--- config.mk ---
export PLATFORM = sky130hd
export DESIGN_NAME = mem_arbiter
export DESIGN_NICKNAME = d
export VERILOG_FILES = /design/src/rtl/mem_arbiter_pkg.sv /design/src/rtl/mem_arbiter_grant_counter.sv /design/src/rtl/mem_arbiter.sv
export SDC_FILE = /design/constraint.sdc
export NUM_CORES = 1
export LEC_CHECK = 0
export ABC_CLOCK_PERIOD_IN_PS = 2000
export BUFFER_PORTS_ARGS = -buffer_cell sky130_fd_sc_hd__buf_2
export CAP_MARGIN = 20
export CORE_ASPECT_RATIO = 0.5
export CORE_MARGIN = 4
export CORE_UTILIZATION = 39
export DETAILED_ROUTE_END_ITERATION = 6
export HOLD_SLACK_MARGIN = 0.1
export PLACE_DENSITY = 0.68
export REMOVE_ABC_BUFFERS = 1
export SETUP_SLACK_MARGIN = 0.4
export SYNTH_ARGS = -nofsm -noshare
export SYNTH_HDL_FRONTEND = slang
export SYNTH_SLANG_ARGS = --single-unit
--- constraint.sdc ---
create_clock -name clk -period 2 [get_ports clk]
set_input_delay 0.3 -clock clk [delete_from_list [all_inputs] [get_ports clk]]
set_output_delay 0.3 -clock clk [all_outputs]
set_load 0.02 [all_outputs]
--- src/rtl/mem_arbiter_pkg.sv ---
`default_nettype none
//==============================================================================
// Module  : mem_arbiter_pkg
// Brief   : Shared word type, arbiter state encoding and abort pattern.
// Rev     : 1.0  initial release
//==============================================================================
package mem_arbiter_pkg;

   localparam int WORD_W = 32;

   typedef logic [WORD_W-1:0] word_t;

   typedef enum logic [1:0] {
      IDLE = 2'd0,
      IACC = 2'd1,
      DACC = 2'd2,
      RESP = 2'd3
   } arb_state_t;

   // Returned on the load path when an access times out
   localparam word_t c_abort_word = 32'hBAD1BAD1;

endpackage
`default_nettype wire

--- src/rtl/mem_arbiter_grant_counter.sv ---
`default_nettype none
//==============================================================================
// Module  : arb_grant_counter
// Brief   : Saturating streak counter with increment, clear and at-limit flag.
// Rev     : 1.0  initial release
//==============================================================================
module arb_grant_counter #(
   parameter int MAX = 4
) (
   input  logic clk,
   input  logic nRST,
   input  logic inc,
   input  logic clr,
   output logic at_limit
);

   localparam int CW = $clog2(MAX + 1);
   localparam logic [CW-1:0] c_max = CW'(MAX);

   logic [CW-1:0] r_count;

   always_ff @(posedge clk or negedge nRST) begin
      if (!nRST) begin
         r_count <= '0;
      end else if (clr) begin
         r_count <= '0;
      end else if (inc && (r_count != c_max)) begin
         r_count <= r_count + 1'b1;
      end
   end

   assign at_limit = (r_count == c_max);

endmodule
`default_nettype wire

--- src/rtl/mem_arbiter.sv ---
`default_nettype none
//==============================================================================
// Module  : mem_arbiter
// Brief   : Shares one single-ported RAM between instruction fetch and data.
// Rev     : 1.0  initial release
//==============================================================================
module mem_arbiter
   import mem_arbiter_pkg::*;
#(
   parameter int DATA_W      = 32,
   parameter int MAX_DSTREAK = 4,
   parameter int TIMEOUT     = 255
) (
   input  logic              clk,
   input  logic              nRST,
   input  logic              iREN,
   input  logic [DATA_W-1:0] iaddr,
   output logic [DATA_W-1:0] iload,
   output logic              ihit,
   input  logic              dREN,
   input  logic              dWEN,
   input  logic [DATA_W-1:0] daddr,
   input  logic [DATA_W-1:0] dstore,
   output logic [DATA_W-1:0] dload,
   output logic              dhit,
   output logic              merr,
   output logic              ramREN,
   output logic              ramWEN,
   output logic [DATA_W-1:0] ramaddr,
   output logic [DATA_W-1:0] ramstore,
   input  logic [DATA_W-1:0] ramload,
   input  logic              ramready
);

   localparam int TW = $clog2(TIMEOUT + 1);
   localparam logic [TW-1:0]     c_tlast = TW'(TIMEOUT - 1);
   localparam logic [DATA_W-1:0] c_abort = DATA_W'(c_abort_word);

   arb_state_t    r_state, w_next;
   logic [TW-1:0] r_tcnt;
   logic          w_dgrant, w_igrant, w_done, w_abort;
   logic          w_at_limit;

   arb_grant_counter #(
      .MAX (MAX_DSTREAK)
   ) u_streak (
      .clk      (clk),
      .nRST     (nRST),
      .inc      (w_dgrant & iREN),
      .clr      ((w_dgrant & ~iREN) | w_igrant),
      .at_limit (w_at_limit)
   );

   always_ff @(posedge clk or negedge nRST) begin
      if (!nRST) r_state <= IDLE;
      else       r_state <= w_next;
   end

   always_comb begin
      w_next   = r_state;
      w_dgrant = 1'b0;
      w_igrant = 1'b0;
      w_done   = 1'b0;
      w_abort  = 1'b0;
      case (r_state)
         IDLE: begin
            // Data wins unless fetch has waited through a full data streak
            if ((dREN || dWEN) && (!iREN || !w_at_limit)) begin
               w_next   = DACC;
               w_dgrant = 1'b1;
            end else if (iREN) begin
               w_next   = IACC;
               w_igrant = 1'b1;
            end
         end
         IACC, DACC: begin
            if (ramready) begin
               w_next = RESP;
               w_done = 1'b1;
            end else if (r_tcnt == c_tlast) begin
               w_next  = RESP;
               w_abort = 1'b1;
            end
         end
         RESP:    w_next = IDLE;
         default: w_next = IDLE;
      endcase
   end

   always_ff @(posedge clk or negedge nRST) begin
      if (!nRST) begin
         ramREN   <= 1'b0;
         ramWEN   <= 1'b0;
         ramaddr  <= '0;
         ramstore <= '0;
         iload    <= '0;
         dload    <= '0;
         ihit     <= 1'b0;
         dhit     <= 1'b0;
         merr     <= 1'b0;
         r_tcnt   <= '0;
      end else begin
         ihit <= 1'b0;
         dhit <= 1'b0;
         merr <= 1'b0;
         case (r_state)
            IDLE: begin
               if (w_dgrant) begin
                  ramaddr  <= daddr;
                  ramstore <= dstore;
                  ramWEN   <= dWEN;
                  ramREN   <= ~dWEN;
               end else if (w_igrant) begin
                  ramaddr <= iaddr;
                  ramWEN  <= 1'b0;
                  ramREN  <= 1'b1;
               end
            end
            IACC, DACC: begin
               if (w_done || w_abort) begin
                  ramREN <= 1'b0;
                  ramWEN <= 1'b0;
                  ihit   <= (r_state == IACC);
                  dhit   <= (r_state == DACC);
                  merr   <= w_abort;
                  // ramWEN still carries the latched op while in DACC
                  if (r_state == IACC)  iload <= w_abort ? c_abort : ramload;
                  else if (w_abort)     dload <= c_abort;
                  else if (!ramWEN)     dload <= ramload;
               end else begin
                  r_tcnt <= r_tcnt + 1'b1;
               end
            end
            RESP:    r_tcnt <= '0;
            default: r_tcnt <= '0;
         endcase
      end
   end

endmodule
`default_nettype wire

## After elaboration in Yosys (flattened, before gate mapping)

Cells that the tools add are included.

- Word-level logic and storage cells: 89
- Bits of input ports: 134
- Flip-flop bits (word level): 146

- Add/subtract/negate cells: 2
- Bitwise logic cells: 6
- Muxes and demuxes: 37
- Reduce and logical (&&, ||, !) cells: 20
- Eq/ne operators: 12

Operators by type and width:

| operator | count |
|---|---|
| two-way mux 32 bit | 5 |
| two-way mux 1 bit | 21 |
| one-hot mux 8 bit (2 select lines) | 1 |
| inequality test 3 bit, second input constant | 4 |
| adder 8 x 1 -> 8 bit, second input constant | 1 |
| == test 8 bit, second input constant | 1 |
| two-way mux 2 bit | 4 |
| two-way mux 8 bit | 1 |
| AND reduction 2 bit | 4 |
| nonzero test 2 bit | 4 |
| two-way mux 3 bit | 2 |
| one-hot mux 2 bit (3 select lines) | 1 |
| AND reduction 3 bit | 2 |
| == test 2 bit, second input constant | 2 |
| inequality test 2 bit, second input constant | 2 |
| one-hot mux 1 bit (2 select lines) | 2 |
| AND reduction 4 bit | 1 |
| adder 3 x 1 -> 3 bit, second input constant | 1 |
| == test 3 bit, second input constant | 1 |
| logical OR 1 bit | 3 |
| inverter 1 bit | 3 |
| bitwise AND 1 bit | 2 |
| == test 2 x 1 -> 1 bit, second input constant | 1 |
| logical AND 1 bit | 2 |
| 5 further kinds | 6 |

## Logic depth before layout (Yosys ltp)

- Depth in word-level cells: 10
- Mapped depth: 8
- Depth with buffers taken out: 6

## Modules after synthesis

Synthesis repeated with hierarchy kept, for this count alone.

- Cells, all modules: 480
- Area total of the unflattened synthesis: 6133.4 um^2

Modules (own cells, without submodules):

| module | area an instance (um^2) | times used | cells an instance |
|---|---|---|---|
| mem_arbiter | 5935.7 | 1 | 462 |
| arb_grant_counter | 197.7 | 1 | 18 |

## Worst setup path before layout

Ideal clock, no wire load.

- Kind: flip-flop to flip-flop
- From: reg r_state[1]
- To: reg iload[11]
- Buffers on the path: 2
- Arrival: 1637 ps
- Stages on the path, launching flop included: 9
- Path slack: 280 ps
- Cell sequence: dfrtp_1 -> inv_1 -> ha_1 -> buf_2 -> nand2b_1 -> nor3_4 -> buf_4 -> o211ai_1 -> o21ai_0

- Longest elaborated chain between the ends: 5
- Elaborated cells on any way between the ends: 8
- Those cells by class: eq/ne (2); mux (3); reduce/logical (3)

RTL lines:

| element | RTL line | text |
|---|---|---|
| from (decl) | mem_arbiter.sv:39 | `arb_state_t r_state, w_next;` |
| from (signal assigned) | mem_arbiter.sv:56 | `else r_state <= w_next;` |
| == test 2 x 1 -> 1 bit / == test 2 bit (equally long branches) | mem_arbiter.sv:65, mem_arbiter.sv:106, mem_arbiter.sv:127 |  |
| OR reduction 2 bit | mem_arbiter.sv:65, mem_arbiter.sv:106 |  |
| two-way mux 1 bit | mem_arbiter.sv:65 | `case (r_state)` |
| logical OR 1 bit | mem_arbiter.sv:120 | `if (w_done \|\| w_abort) begin` |
| AND reduction 3 bit (no source line) | - |  |
| to (signal assigned) | mem_arbiter.sv:127 | `if (r_state == IACC) iload <= w_abort ? c_abort : ramload;` |
| to (decl) | mem_arbiter.sv:18 | `output logic [DATA_W-1:0] iload,` |

Parallel ways exist; a longest one is shown, timed or not.
A chain may end at the register's enable or synchronous reset.

## Worst setup path in the final report

- From: reg r_state[1]
- To: reg r_tcnt[2]

- Longest elaborated chain between the ends: 6
- Elaborated cells on any way between the ends: 11
- Those cells by class: eq/ne (4); mux (3); reduce/logical (4)

RTL lines:

| element | RTL line | text |
|---|---|---|
| == test 2 x 1 -> 1 bit / == test 2 bit (equally long branches) | mem_arbiter.sv:65, mem_arbiter.sv:106 |  |
| OR reduction 2 bit | mem_arbiter.sv:65, mem_arbiter.sv:106 |  |
| two-way mux 1 bit | mem_arbiter.sv:65 |  |
| logical OR 1 bit | mem_arbiter.sv:120 |  |
| inequality test 2 bit (no source line) | - |  |
| AND reduction 2 bit (no source line) | - |  |
| to (signal assigned) | mem_arbiter.sv:131 | `r_tcnt <= r_tcnt + 1'b1;` |
| to (decl) | mem_arbiter.sv:40 | `logic [TW-1:0] r_tcnt;` |

Parallel ways exist; a longest one is shown, timed or not.

==> metrics <==
status=finished clean; clock insertion delay at the later pin of the skew report=roughly 400 ps; CP endpoint kind=flip-flop; Syn Area/Cell=between 10 and 15 um2; initial antenna violation count=0; placed cell count=slightly below 1000; Avg WL per Cell=roughly 18 um; clock transition at the registers of the reported paths=60 ps; Seq cells post-synth=146; Max Clock Freq=about 550 MHz; Pleak=4.77 nW; Place WS=-101 ps; Primary FF master, synth=dfrtp_1; routed wl met2=around 10000 um; routed wire length=19600 um; Core Rows=32; Buf/Inv on CP=4; Placer Congestion=around 0.8; HP Class=in2reg; fraction of layout instances using a drive strength above 1=between 50% and 60%; commonest non-fill, non-tap cell in the layout=buf_2; Final Util=between 60% and 70%; Post-synth EDFFs=0; endpoints failing setup=0; IO buf count=266; uppermost routed layer=met4; Layout area overhead=51.4%; Chip Height=a little under 100 um; worst path arrival time=approximately 2100 ps; CP Class=reg2reg; post-synthesis sequential area ratio=57.9%; Routed Antenna Nets=0; WL met1=between 8000 and 9000 um; final worst slack=approximately 170 ps; Antenna Cells=0; final hold vios=0; CTS Buffer Depth=2; CTS tree=yes; most frequent cells in the layout=buf_2 (266), dfrtp_1 (143), inv_1 (36), nand2_1 (36), o21ai_0 (35); Num CTS Buffers=17; Post-Syn Instances=roughly 540; Post-DP HPWL=12400 um; distinct cell type count after synthesis=41; Final Skew=12.2 ps; routed length on met3=approximately 800 um; Slowest-stage cell, CP=dfrtp_1; TNS Setup=0 ps; async set-reset flop share out of synthesis=100%; CP delay by family, top=buffers and inverters; Worst EP required=roughly 2300 ps; number of I/O pins=approximately 270; clk root buf=clkbuf_16; largest net degree at the start of global routing=65; maxcap violations=0; Final #Nets=990; Synth warnings=0; post-route minimum period=between 1500 and 2000 ps; vias per cell=just over 5; CP Launch Type=flip-flop; first-pass GRT wire length=around 30000 um; gr usage total=~20%; Starting DRT DRC Count=about 340; drt drc=0; Max-slew headroom=68.5%; Die W=188 um; vias in the first global route=between 5000 and 6000; RSZ-0062 raised after global routing=true; CP peak stage delay=slightly below 400 ps; drt pass-1 iters=4; Synth Cell Area=around 6300 um2; starting density of the core=roughly two fifths; core box area=~16000 um2; Final Non-Filler Cells=between 1000 and 1500; count of final max-slew check failures=0; power density over the cells=about 1800 nW/um2; period utilisation layout=a little over 90%; clk sinks=roughly 150; Peak VDD IR=between 0.7 and 0.8 mV; slew of the pin with the lowest slew margin=roughly 470 ps; H-tree depth=4; cells along the critical path=inv_2, ha_4, buf_12, nand4_1, o21ai_2, buf_4, clkbuf_16, o21ai_0, o31ai_1; via count=5470; worst hold margin=between 100 and 150 ps; worst-path fanout max=12; Die ar.=18400 um2; grt total ovfl=0
-- through the flow --
stage               power (mW)  instance area [um2]
CTS                       16.8                 9100
global placement          11.8                 7930
detailed placement        12.0                 7930
floorplan                 9.28                 6090
finish                    17.5                 9550
global route              18.5                 9550
-- cell usage after synthesis (6+ instances only) --
cell | instances | area [um2]
a21oi_1 | 7 | 35.0
a22o_1 | 15 | 131
buf_2 | 14 | 70.1
clkbuf_1 | 15 | 56.3
dfrtp_1 | 146 | 3650
ha_1 | 8 | 100
inv_1 | 39 | 146
mux2_2 | 34 | 383
mux2i_1 | 33 | 330
nand2_1 | 37 | 139
nand3_1 | 6 | 30.0
nand4_1 | 16 | 100
o211ai_1 | 18 | 135
o21ai_0 | 71 | 355
o22a_1 | 8 | 70.1
o22a_2 | 10 | 100
-- power breakdown --
part           internal (mW)  switching, mW  leakage (nW)
registers               4.36          0.766          1.77
clock network           2.26           1.22         0.311
logic                   4.02           4.93          2.69
total                   10.6           6.91          4.77
-- timing repair --
action	4_1_cts	5_1_grt
hold buffers	1	0
buffers inserted	22	3
resized for setup	48	99
pin swaps	8	6
endpoints found under the hold margin	45	0
setup endpoints to repair	143	142
cloned	10	6
-- flip-flops by register name, indices dropped and copies added (netlist names) --
signal and flops:
iload 32, ramREN 1, ramaddr 32, dhit 1, ramstore 32, ramWEN 1, r_tcnt 8, dload 32
u_streak.r_count 3, merr 1, r_state 2, ihit 1
-- worst register-to-register path, stage by stage, from the launching register on --
cell and delay, ps:
dfrtp_1 390, inv_2 90, ha_4 220, buf_12 130, nand4_1 90, o21ai_2 80
buf_4 160, clkbuf_16 170, o21ai_0 240, o31ai_1 130
-- cell type report --
type | count | area [um2]
Tap cell | 204 | 255
Multi-Input combinational cell | 318 | 2680
Clock buffer | 19 | 453
Inverter | 39 | 146
Fill cell | 1254 | 6070
Clock inverter | 9 | 181
Timing Repair Buffer | 326 | 2170
Sequential cell | 146 | 3660
-- layer usage --
| metal | GRT usage (%) | vias to the layer above |
|---|---|---|
| met5 | 0 | - |
| met4 | 6.26 | 0 |
| met3 | 3.71 | 26 |
| met2 | 36.5 | 153 |
| met1 | 24.1 | 2760 |
| li1 | - | 2531 |
-- cell families (layout without fill, tap and decap cells) --
group / Yosys count / count (layout) / share of synthesized area, %
and+or+nand+nor: 88 / 91 / 7.34
AOI/OAI and AO/OA: 152 / 152 / 16.1
buffers and inverters: 77 / 393 / 5.77
DFF: 146 / 146 / 57.9
muxes: 67 / 67 / 11.3
adders and majority gates: 8 / 8 / 1.59
-- path summary, 6_finish.rpt --
kind,start,end,slack [ps],cells after the start
min in group asynchronous,nRST,dload[28]$_DFFE_PN0P_,400,2
max in group asynchronous,nRST,ramstore[16]$_DFFE_PN0P_,920,3
min reg2reg,ramaddr[6]$_DFFE_PN0P_,ramaddr[6]$_DFFE_PN0P_,470,2
max reg2reg,r_state[1]$_DFFE_PN0P_,r_tcnt[2]$_DFFE_PN0P_,170,9
max,r_state[1]$_DFFE_PN0P_,r_tcnt[2]$_DFFE_PN0P_,170,9
min,dstore[2],ramstore[2]$_DFFE_PN0P_,120,2
No activity file was read; power rests on OpenSTA's default activity.
